$ cat src/rtl/ntt_twiddle_scheduler_pkg.sv
// ntt_twiddle_scheduler_pkg: shared constants and FSM state type for the Kyber NTT scheduler
package ntt_twiddle_scheduler_pkg;
   localparam int NUM_BU          = 8;
   localparam int N               = 256;
   localparam int LAYERS          = 7;
   localparam int ISSUE_PER_LAYER = 16;
   localparam int WIDTH_ADDR      = 7;
   localparam int WIDTH_CADDR     = 8;
   typedef enum logic [1:0] {IDLE, ISSUE, DRAIN, DONE} state_t;
endpackage

$ cat src/rtl/ntt_twiddle_scheduler_if.sv
// ntt_twiddle_scheduler_if: control handshake and per-BU address bus of the NTT scheduler
interface ntt_twiddle_scheduler_if;
   import ntt_twiddle_scheduler_pkg::*;
   logic                                   start_i;
   logic                                   stall_i;
   logic                                   busy_o;
   logic                                   done_o;
   logic                                   valid_o;
   logic [2:0]                             layer_o;
   logic [NUM_BU-1:0][WIDTH_ADDR-1:0]      twid_addr_o;
   logic [NUM_BU-1:0][WIDTH_CADDR-1:0]     coef_a_addr_o;
   logic [NUM_BU-1:0][WIDTH_CADDR-1:0]     coef_b_addr_o;
   modport master (
      input  start_i, stall_i,
      output busy_o, done_o, valid_o, layer_o, twid_addr_o, coef_a_addr_o, coef_b_addr_o
   );
   modport slave (
      output start_i, stall_i,
      input  busy_o, done_o, valid_o, layer_o, twid_addr_o, coef_a_addr_o, coef_b_addr_o
   );
endinterface

$ cat src/rtl/ntt_twiddle_scheduler_bu_addr_gen.sv
// ntt_bu_addr_gen: maps (layer, butterfly index) to twiddle and coefficient pair addresses
module ntt_bu_addr_gen
   import ntt_twiddle_scheduler_pkg::*;
(
   input  logic [2:0]             i_s,
   input  logic [6:0]             i_b,
   output logic [WIDTH_ADDR-1:0]  o_twid,
   output logic [WIDTH_CADDR-1:0] o_coef_a,
   output logic [WIDTH_CADDR-1:0] o_coef_b
);
   logic [6:0] w_g;
   logic [7:0] w_len;
   assign w_g      = i_b >> (3'd7 - i_s);
   assign w_len    = 8'd128 >> i_s;
   assign o_twid   = (7'd1 << i_s) + w_g;
   assign o_coef_a = ({1'b0, w_g} << (4'd8 - {1'b0, i_s})) | ({1'b0, i_b} & (w_len - 8'd1));
   assign o_coef_b = o_coef_a + w_len;
endmodule

$ cat src/rtl/ntt_twiddle_scheduler.sv
// ntt_twiddle_scheduler: sequences the 7-layer forward Kyber NTT over 8 butterfly units
module ntt_twiddle_scheduler
   import ntt_twiddle_scheduler_pkg::*;
#(
   parameter int PIPE_DEPTH = 4
)(
   input logic                      clk_i,
   input logic                      rst_i,
   ntt_twiddle_scheduler_if.master  bus
);
   localparam int DW = (PIPE_DEPTH > 1) ? $clog2(PIPE_DEPTH) : 1;
   state_t          r_state;
   logic [2:0]      r_layer;
   logic [3:0]      r_cnt;
   logic [DW-1:0]   r_drain;
   logic            r_busy;
   logic            r_done;
   logic [3:0]      w_cnt;
   // outside ISSUE the generators see the last issued slot so drained addresses hold
   assign w_cnt       = (r_state == ISSUE) ? r_cnt : 4'(ISSUE_PER_LAYER - 1);
   assign bus.valid_o = (r_state == ISSUE) && !bus.stall_i;
   assign bus.busy_o  = r_busy;
   assign bus.done_o  = r_done;
   assign bus.layer_o = r_layer;
   for (genvar u = 0; u < NUM_BU; u++) begin : g_bu
      logic [WIDTH_ADDR-1:0]  w_tw;
      logic [WIDTH_CADDR-1:0] w_a;
      logic [WIDTH_CADDR-1:0] w_b;
      ntt_bu_addr_gen u_gen (
         .i_s      (r_layer),
         .i_b      ({w_cnt, 3'(u)}),
         .o_twid   (w_tw),
         .o_coef_a (w_a),
         .o_coef_b (w_b)
      );
      assign bus.twid_addr_o[u]   = (r_state == IDLE) ? '0 : w_tw;
      assign bus.coef_a_addr_o[u] = (r_state == IDLE) ? '0 : w_a;
      assign bus.coef_b_addr_o[u] = (r_state == IDLE) ? '0 : w_b;
   end
   // control FSM: issue 16 slots per layer, drain the pipeline, then pulse done
   always_ff @(posedge clk_i) begin
      if (!rst_i) begin
         r_state <= IDLE;
         r_layer <= '0;
         r_cnt   <= '0;
         r_drain <= '0;
         r_busy  <= 1'b0;
         r_done  <= 1'b0;
      end else begin
         case (r_state)
            IDLE: if (bus.start_i) begin
               r_state <= ISSUE;
               r_layer <= '0;
               r_cnt   <= '0;
               r_busy  <= 1'b1;
            end
            ISSUE: if (!bus.stall_i) begin
               r_cnt   <= (r_cnt == 4'(ISSUE_PER_LAYER - 1)) ? 4'd0 : r_cnt + 4'd1;
               r_drain <= '0;
               if (r_cnt == 4'(ISSUE_PER_LAYER - 1)) r_state <= DRAIN;
            end
            DRAIN: if (!bus.stall_i) begin
               r_drain <= (r_drain == DW'(PIPE_DEPTH - 1)) ? '0 : r_drain + 1'b1;
               if (r_drain == DW'(PIPE_DEPTH - 1)) begin
                  r_state <= (r_layer == 3'(LAYERS - 1)) ? DONE : ISSUE;
                  r_done  <= (r_layer == 3'(LAYERS - 1));
                  r_layer <= (r_layer == 3'(LAYERS - 1)) ? r_layer : r_layer + 3'd1;
               end
            end
            default: begin
               r_state <= IDLE;
               r_layer <= '0;
               r_busy  <= 1'b0;
               r_done  <= 1'b0;
            end
         endcase
      end
   end
endmodule

$ cat src/flat_wrapper.sv
// flat-port wrapper written by rule: the top's interface ports become plain ports
module ntt_twiddle_scheduler_flat import ntt_twiddle_scheduler_pkg::*;
#(
   parameter int PIPE_DEPTH = 4
)
  (clk_i, rst_i, bus_start_i, bus_stall_i, bus_busy_o, bus_done_o, bus_valid_o, bus_layer_o, bus_twid_addr_o, bus_coef_a_addr_o, bus_coef_b_addr_o);
  ntt_twiddle_scheduler_if bus_i ();
  input logic clk_i;
  input logic rst_i;
  input wire logic [$bits(bus_i.start_i)-1:0] bus_start_i;
  input wire logic [$bits(bus_i.stall_i)-1:0] bus_stall_i;
  output wire logic [$bits(bus_i.busy_o)-1:0] bus_busy_o;
  output wire logic [$bits(bus_i.done_o)-1:0] bus_done_o;
  output wire logic [$bits(bus_i.valid_o)-1:0] bus_valid_o;
  output wire logic [$bits(bus_i.layer_o)-1:0] bus_layer_o;
  output wire logic [$bits(bus_i.twid_addr_o)-1:0] bus_twid_addr_o;
  output wire logic [$bits(bus_i.coef_a_addr_o)-1:0] bus_coef_a_addr_o;
  output wire logic [$bits(bus_i.coef_b_addr_o)-1:0] bus_coef_b_addr_o;
  assign bus_i.start_i = bus_start_i;
  assign bus_i.stall_i = bus_stall_i;
  assign bus_busy_o = bus_i.busy_o;
  assign bus_done_o = bus_i.done_o;
  assign bus_valid_o = bus_i.valid_o;
  assign bus_layer_o = bus_i.layer_o;
  assign bus_twid_addr_o = bus_i.twid_addr_o;
  assign bus_coef_a_addr_o = bus_i.coef_a_addr_o;
  assign bus_coef_b_addr_o = bus_i.coef_b_addr_o;
  ntt_twiddle_scheduler #(.PIPE_DEPTH(PIPE_DEPTH)) u_core (.clk_i(clk_i), .rst_i(rst_i), .bus(bus_i));
endmodule
$ cat config.mk
export PLATFORM = sky130hd
export DESIGN_NAME = ntt_twiddle_scheduler_flat
export DESIGN_NICKNAME = d
export VERILOG_FILES = /design/src/rtl/ntt_twiddle_scheduler_pkg.sv /design/src/rtl/ntt_twiddle_scheduler_if.sv /design/src/rtl/ntt_twiddle_scheduler_bu_addr_gen.sv /design/src/rtl/ntt_twiddle_scheduler.sv /design/src/flat_wrapper.sv
export SDC_FILE = /design/constraint.sdc
export NUM_CORES = 1
export LEC_CHECK = 0
export BUFFER_PORTS_ARGS = -buffer_cell sky130_fd_sc_hd__buf_2
export CORE_MARGIN = 4
export CORE_UTILIZATION = 40
export DETAILED_ROUTE_END_ITERATION = 12
export GPL_ROUTABILITY_DRIVEN = 0
export PLACE_DENSITY = 0.7
export SYNTH_ARGS = -nofsm -noshare
export SYNTH_HDL_FRONTEND = slang
export SYNTH_SLANG_ARGS = --single-unit
$ cat constraint.sdc
create_clock -name clk_i -period 4.81 [get_ports clk_i]
set_input_delay 0.962 -clock clk_i [delete_from_list [all_inputs] [get_ports clk_i]]
set_output_delay 0.962 -clock clk_i [all_outputs]
set_load 0.005 [all_outputs]
==> flow_summary.toml, run 1 <==
[logic_synthesis]
synth_cells = 973
netlist_area_um2 = 6520
ys_seq_area_share_pct = 3.99
synth.ff_latch_count = 13
synth_ff_type = "dfxtp_1"
syn_avg_cell_area_um2 = 6.70
synth-edff-count = 0
yosysMostFrequentCell = "nor2_1"
synth_top_area_share_pct = 15.7
synth.largest_area_cell = "ha_1"
yosysWarnings = 0
synth_area_leaders = "ha_1 16%, nor2_1 7.9%, a21oi_1 6.8%, xor2_1 6.2%, a21o_1 4.7%"
ys_types = 68
syn-num-nets = 1071
synth_async_sr_flop_share_pct = 0
ys_top_cells_by_count = "138 x nor2_1, 89 x a21oi_1, 82 x ha_1, 65 x nand2_1, 61 x o21ai_0"

[routing]
drc = 0
met3_length_um = 2390
vias = 8131
dr_wl_met2_um = 11600
postRouteAntennaNets = 0
met1_length_um = 10200
viasPerCell = 5.77
wirelength_um = 25300
dr.pass1.iters = 6
drt-initial-drc-count = 695
topRoutingLayerUsed = "met4"
routedWlPerCell_um = 18.0

[setup_path]
critPathLaunchType = "register"
r2r-start = "u_core.r_state[0]"
r2r-end = "u_core.r_cnt[3]"
cp.buffers_inverters = 2
crit_arrival_ns = 3.77
required_ns = 3.85
crit_type = "reg2out"
reg2reg_depth = 8
critPathSlowestCell = "or4_1"
slowest_delay_ns = 0.48
rrSetupSlack_ns = 1.77
cp_top_family = "compound AO/OA/AOI/OAI gates"
cp_max_fo = 15
cp_cell_sequence = "buf_8, mux2_2, o221a_2, a311oi_4, a21o_1, o21ai_0, ha_1, and3_1, a221o_1, or4_1, nand3_1, buf_2"
cp-end-kind = "output pin"

[global_routing]
grt_usage_pct = 25.6
grt_pass1_wl_um = 38200
grt-ovfl-total = 0
grt_pass1_vias = 7361
antenna_found_initial = 0
grt_max_degree = 98

[die]
core_area_um2 = 15900
ios = 194
dieArea_um2 = 18400
fp-row-count = 46
die_y_um = 136
die_w_um = 136
initial_core_util_pct = 40.9

[power]
vdd_drop_max_uv = 211
leakage_uw = 0.00446
finalPower_uw = 3040
p_per_area_nw_per_um2 = 359

[layout]
drive_gt1_share_pct = 28.0
area_growth_pct = 30.0
seq_area_um2 = 264
fin_area_um2 = 8470
final_util_pct = 53.1
multi_input_area_um2 = 6060
antenna_cells = 0
nets = 1293
fill_cells = 1601

[placed_design]
pre_cts_slack_ns = 0.0400
place_hpwl_um = 19700
port_buffers = 193
dpl-instance-area_um2 = 8070

[timing]
finClkSkew_ns = 0.00147
rsz0062_at_grt = "yes"
max_freq_ghz = 0.211
tightest_slew_ns = 0.888
setup_viol = 0
period_minus_slack_ns = 4.74
hold_viol = 0
relSlewSlack_pct = 40.8
finalWorstSetupSlack_ns = 0.0739
post-route-period-util_pct = 98.5
drv_slew = 0

[clock_network]
cts.sinks = 13
clk_pin_slew_ns = 0.04
numCtsBuffers = 3
cts_tree = "built"
clk_latency_ns = 0.24
cts_hold_buf = 0
root_buffer = "clkbuf_16"
clock_path_buffers = 2
htreeDepth = 1

[flow_run]
maxCapViolations = 0

[hold_path]
holdPathStages = 2
min-delay-start = "u_core.bus.done_o"
hp-class = "reg2reg"
whs_endpoint = "u_core.bus.done_o"

[status]
status = "complete, no violations"
[registers in the layout, indices dropped and copies added (netlist names)]
register / flops
u_core.r_cnt: 4
u_core.bus.layer_o: 3
u_core.r_drain: 2
u_core.r_state: 2
u_core.bus.busy_o: 1
u_core.bus.done_o: 1
[per-layer routing]
metal,GRT usage [%],vias to the layer above
li1,-,3890
met1,32.9,3700
met2,43.0,458
met3,2.97,83
met4,11.3,0
met5,0,-
[worst reg2reg max path, stage by stage, from the launching register on]
cell	delay, ns
dfxtp_1	0.36
inv_1	0.14
ha_4	0.34
inv_1	0.72
nor2_1	0.19
a21oi_1	0.33
o21ai_0	0.31
or3_1	0.43
a21oi_1	0.15
[cell families (layout without fill, tap and decap cells)]
| group | count (synthesis) | after routing | synth area share (%) |
|---|---|---|---|
| AO/OA/AOI/OAI | 300 | 300 | 29.5 |
| XOR/XNOR | 80 | 80 | 10.7 |
| adder cells (fa/ha/maj) | 94 | 94 | 19.4 |
| buffers and inverters | 93 | 314 | 5.78 |
| flip-flops | 13 | 13 | 3.99 |
| multiplexers | 10 | 10 | 1.65 |
| AND/OR/NAND/NOR | 383 | 383 | 29.0 |
[final cells by class]
type                    instances  area share [%]
multi-input cells             867            71.6
repair buffers                276            19.7
well taps                     216            3.19
flip-flops and latches         13            3.12
inverters                      34            1.52
clock buffers                   4           0.930
[per-stage QoR]
stage	hold WS, ns	setup TNS [ns]	instances
5_1_grt	0.504	-0.0613	1410
3_3_place_gp	0.443	0	1394
3_5_place_dp	0.451	0	1394
6_report	0.453	0	1410
2_1_floorplan	0.453	0	973
4_1_cts	0.457	-0.000707	1398
[report_power, final]
part,total (uW),switching [uW],leakage (uW),internal [uW]
combinational,2740,1560,0.00432,1170
clock,158,46.0,0.0000382,112
sequential,145,19.6,0.000107,125
[worst max-delay path by stage]
stage / from / to / slack [ns] / cells after the start
4_1_cts: u_core.bus.layer_o[0] / bus_coef_b_addr_o[30] / -0.0007 / 13
3_5_place_dp: u_core.r_state[1] / bus_coef_b_addr_o[30] / 0.04 / 14
5_1_grt: u_core.bus.layer_o[0] / bus_coef_b_addr_o[30] / -0.03 / 12
2_1_floorplan: u_core.bus.layer_o[0] / bus_coef_b_addr_o[30] / 0.009 / 16
3_3_place_gp: u_core.r_state[1] / bus_coef_b_addr_o[63] / 0.18 / 15
6_report: u_core.bus.layer_o[0] / bus_coef_b_addr_o[30] / 0.07 / 12
[layout by cell type (no fill, tap or decap), drive strengths merged, types with 7 or more instances in the layout]
cell type	Yosys	final
o21ai	63	63
or2	8	8
inv	32	32
buf	23	275
nor2	138	138
mux2i	7	7
dfxtp	13	13
xor2	46	46
and2	39	39
a21o	41	41
nand3	15	15
fa	12	12
and3	12	12
o21a	8	8
xnor2	34	34
a21oi	89	89
ha	82	82
a211oi	13	13
nand2b	18	18
o22ai	9	9
nor3	23	23
nand2	65	65
a31oi	22	22
nor2b	45	45
[timing repair]
item / in CTS / in global routing
pin swaps: 0 / 7
buffers inserted: 0 / 11
setup endpoints to repair: 16 / 31
cloned: 0 / 1
gates resized for setup: 6 / 41
No activity file was read; power rests on OpenSTA's default activity.
==> inputs of run 2 (changes only) <==
Settings changed: CORE_MARGIN 4 to default, PLACE_DENSITY 0.7 to 0.71, SETUP_SLACK_MARGIN from default to 0.15.
==> run 2 against run 1 <==
  * Hold slack gained 0.017 ns
  * Register-to-register slack gained 0.60 ns
  * Combinational power is essentially flat
  * Core utilization grew 0.81 points
  * Non-clock buffer count shrank 2
  * Global-route usage grew 1.5 points
  * Clock power is essentially flat
  * Sequential share of layout area is essentially flat
  * Cell area grew 1.2%
  * Fmax grew 3.3%
==> flow_summary.toml, run 2 (synthesis gave the netlist of run 1 again) <==
[clock_network]
root_buffer = "clkbuf_16"
clock_path_buffers = 2
cts_hold_buf = 0
cts.sinks = 13
htreeDepth = 1
cts_tree = "built"
clk_pin_slew_ns = 0.05
numCtsBuffers = 3
clk_latency_ns = 0.25

[power]
finalPower_uw = 3060
leakage_uw = 0.00446
vdd_drop_max_uv = 234
power_switching_share_pct = 53.8
p_per_area_nw_per_um2 = 356
clkPwrFrac_pct = 5.2
internal_power_uw = 1410
p_switching_uw = 1640
power_frac_seq_pct = 4.8
combinationalPowerShare_pct = 90.0

[global_routing]
grt_max_degree = 76
use_met3_pct = 1.94
grt_usage_pct = 27.1
grt_pass1_wl_um = 35800
grt-ovfl-total = 0
met2_usage_pct = 47.5
grt_pass1_vias = 6900
antenna_found_initial = 0
met1_usage_pct = 35.0
busiest_layer = "met2"

[placed_design]
dpl-instance-area_um2 = 8070
port_buffers = 193
pre_cts_slack_ns = 0.00427
place_hpwl_um = 19400

[flow_run]
maxCapViolations = 0

[layout]
final_cell_mix = "193 x buf_2, 135 x nor2_1, 82 x a21oi_1, 77 x ha_1, 75 x buf_4"
drive_gt1_share_pct = 29.9
largest-register = "u_core.r_cnt"
final_util_pct = 54.0
antenna_cells = 0
final_common_cell = "buf_2"
nets = 1291
fill_cells = 1578
fin_area_um2 = 8570
largest_reg_flops = 4
area_growth_pct = 31.5

[status]
status = "complete, no violations"

[routing]
drt-initial-drc-count = 807
postRouteAntennaNets = 0
vias = 8176
routedWlPerCell_um = 17.7
drc = 0
wirelength_um = 25000
dr.pass1.iters = 7
viasPerCell = 5.81

[setup_path]
required_ns = 3.85
cp_max_fo = 10
crit_type = "reg2out"
crit_arrival_ns = 3.62
rrSetupSlack_ns = 2.37
cp-end-kind = "output pin"
critPathLaunchType = "register"

[die]
die_y_um = 130
die_w_um = 130
ios = 194
dieArea_um2 = 16800
initial_core_util_pct = 41.0
fp-row-count = 46
core_area_um2 = 15900

[timing]
max_freq_ghz = 0.218
hold_viol = 0
period_minus_slack_ns = 4.58
rsz0062_at_grt = "yes"
post-route-period-util_pct = 95.3
finClkSkew_ns = 0.00498
setup_viol = 0
tightest_slew_ns = 0.730
relSlewSlack_pct = 51.4
finalWorstSetupSlack_ns = 0.227
fin_tns_setup_ns = 0
drv_slew = 0

[hold_path]
hp-class = "reg2reg"
## run 2: cell count changes in the layout (fill, tap and decap cells not counted), sizes merged
cell / before / now
buf: 275 / 272
clkbuf: 5 / 6
## run 2: final timing paths
check	startpoint	to	cells past startpoint
setup / recovery	u_core.bus.layer_o[0]	bus_coef_b_addr_o[53]	15
hold / removal	u_core.bus.done_o	u_core.bus.done_o	2
setup reg to reg	u_core.bus.layer_o[0]	u_core.bus.layer_o[2]	9
hold reg to reg	u_core.bus.done_o	u_core.bus.done_o	2
## run 2: cell type report
cell class                 count  area [um^2]  share of cell area (%)
sequential                    13          270                    3.15
tap                          216          270                    3.15
timing repair buffer         274         1620                    18.9
multi-input combinational    867         6200                    72.3
inverter                      34          129                    1.50
clock buffer                   4         78.8                   0.920
## run 2: layer usage
layer / vias to the layer above / routed length, um
met2: 454 / 12000
li1: 3895 / -
met1: 3762 / 10100
met3: 65 / 2030
met5: - / 0
met4: 0 / 801
## run 2: repair_timing
action / 4_1_cts / 5_1_grt
gates resized for setup: 17 / 66
endpoints found under the setup margin: 25 / 27
buffers inserted: 0 / 12
cloned: 0 / 1
pin swaps: 1 / 19
## run 2: through the flow
stage                     std cells  hold WS, ns
final                          1408        0.470
after global routing           1408        0.491
after CTS                      1395        0.472
after detailed placement       1391        0.457
after global placement         1391        0.443
after floorplan                 973        0.453
## run 2: power groups by stage
stage / sequential (uW) / clock, uW / combinational [uW]
after floorplan: 140 / 0 / 1560
after global placement: 147 / 0 / 2560
after detailed placement: 147 / 0 / 2590
after CTS: 148 / 159 / 2620
after global routing: 148 / 166 / 3020
final: 146 / 158 / 2750
## run 2: critical path, stage by stage (launching register included)
cell	delay, ns
dfxtp_4	0.41
buf_4	0.21
and3b_1	0.27
o21ai_1	0.13
and2_1	0.21
mux2i_2	0.21
o22ai_2	0.12
nand2_2	0.15
nand3_1	0.12
ha_1	0.32
a21boi_0	0.15
o21ai_0	0.28
o21bai_1	0.10
a21oi_1	0.21
mux2_2	0.36
buf_2	0.12
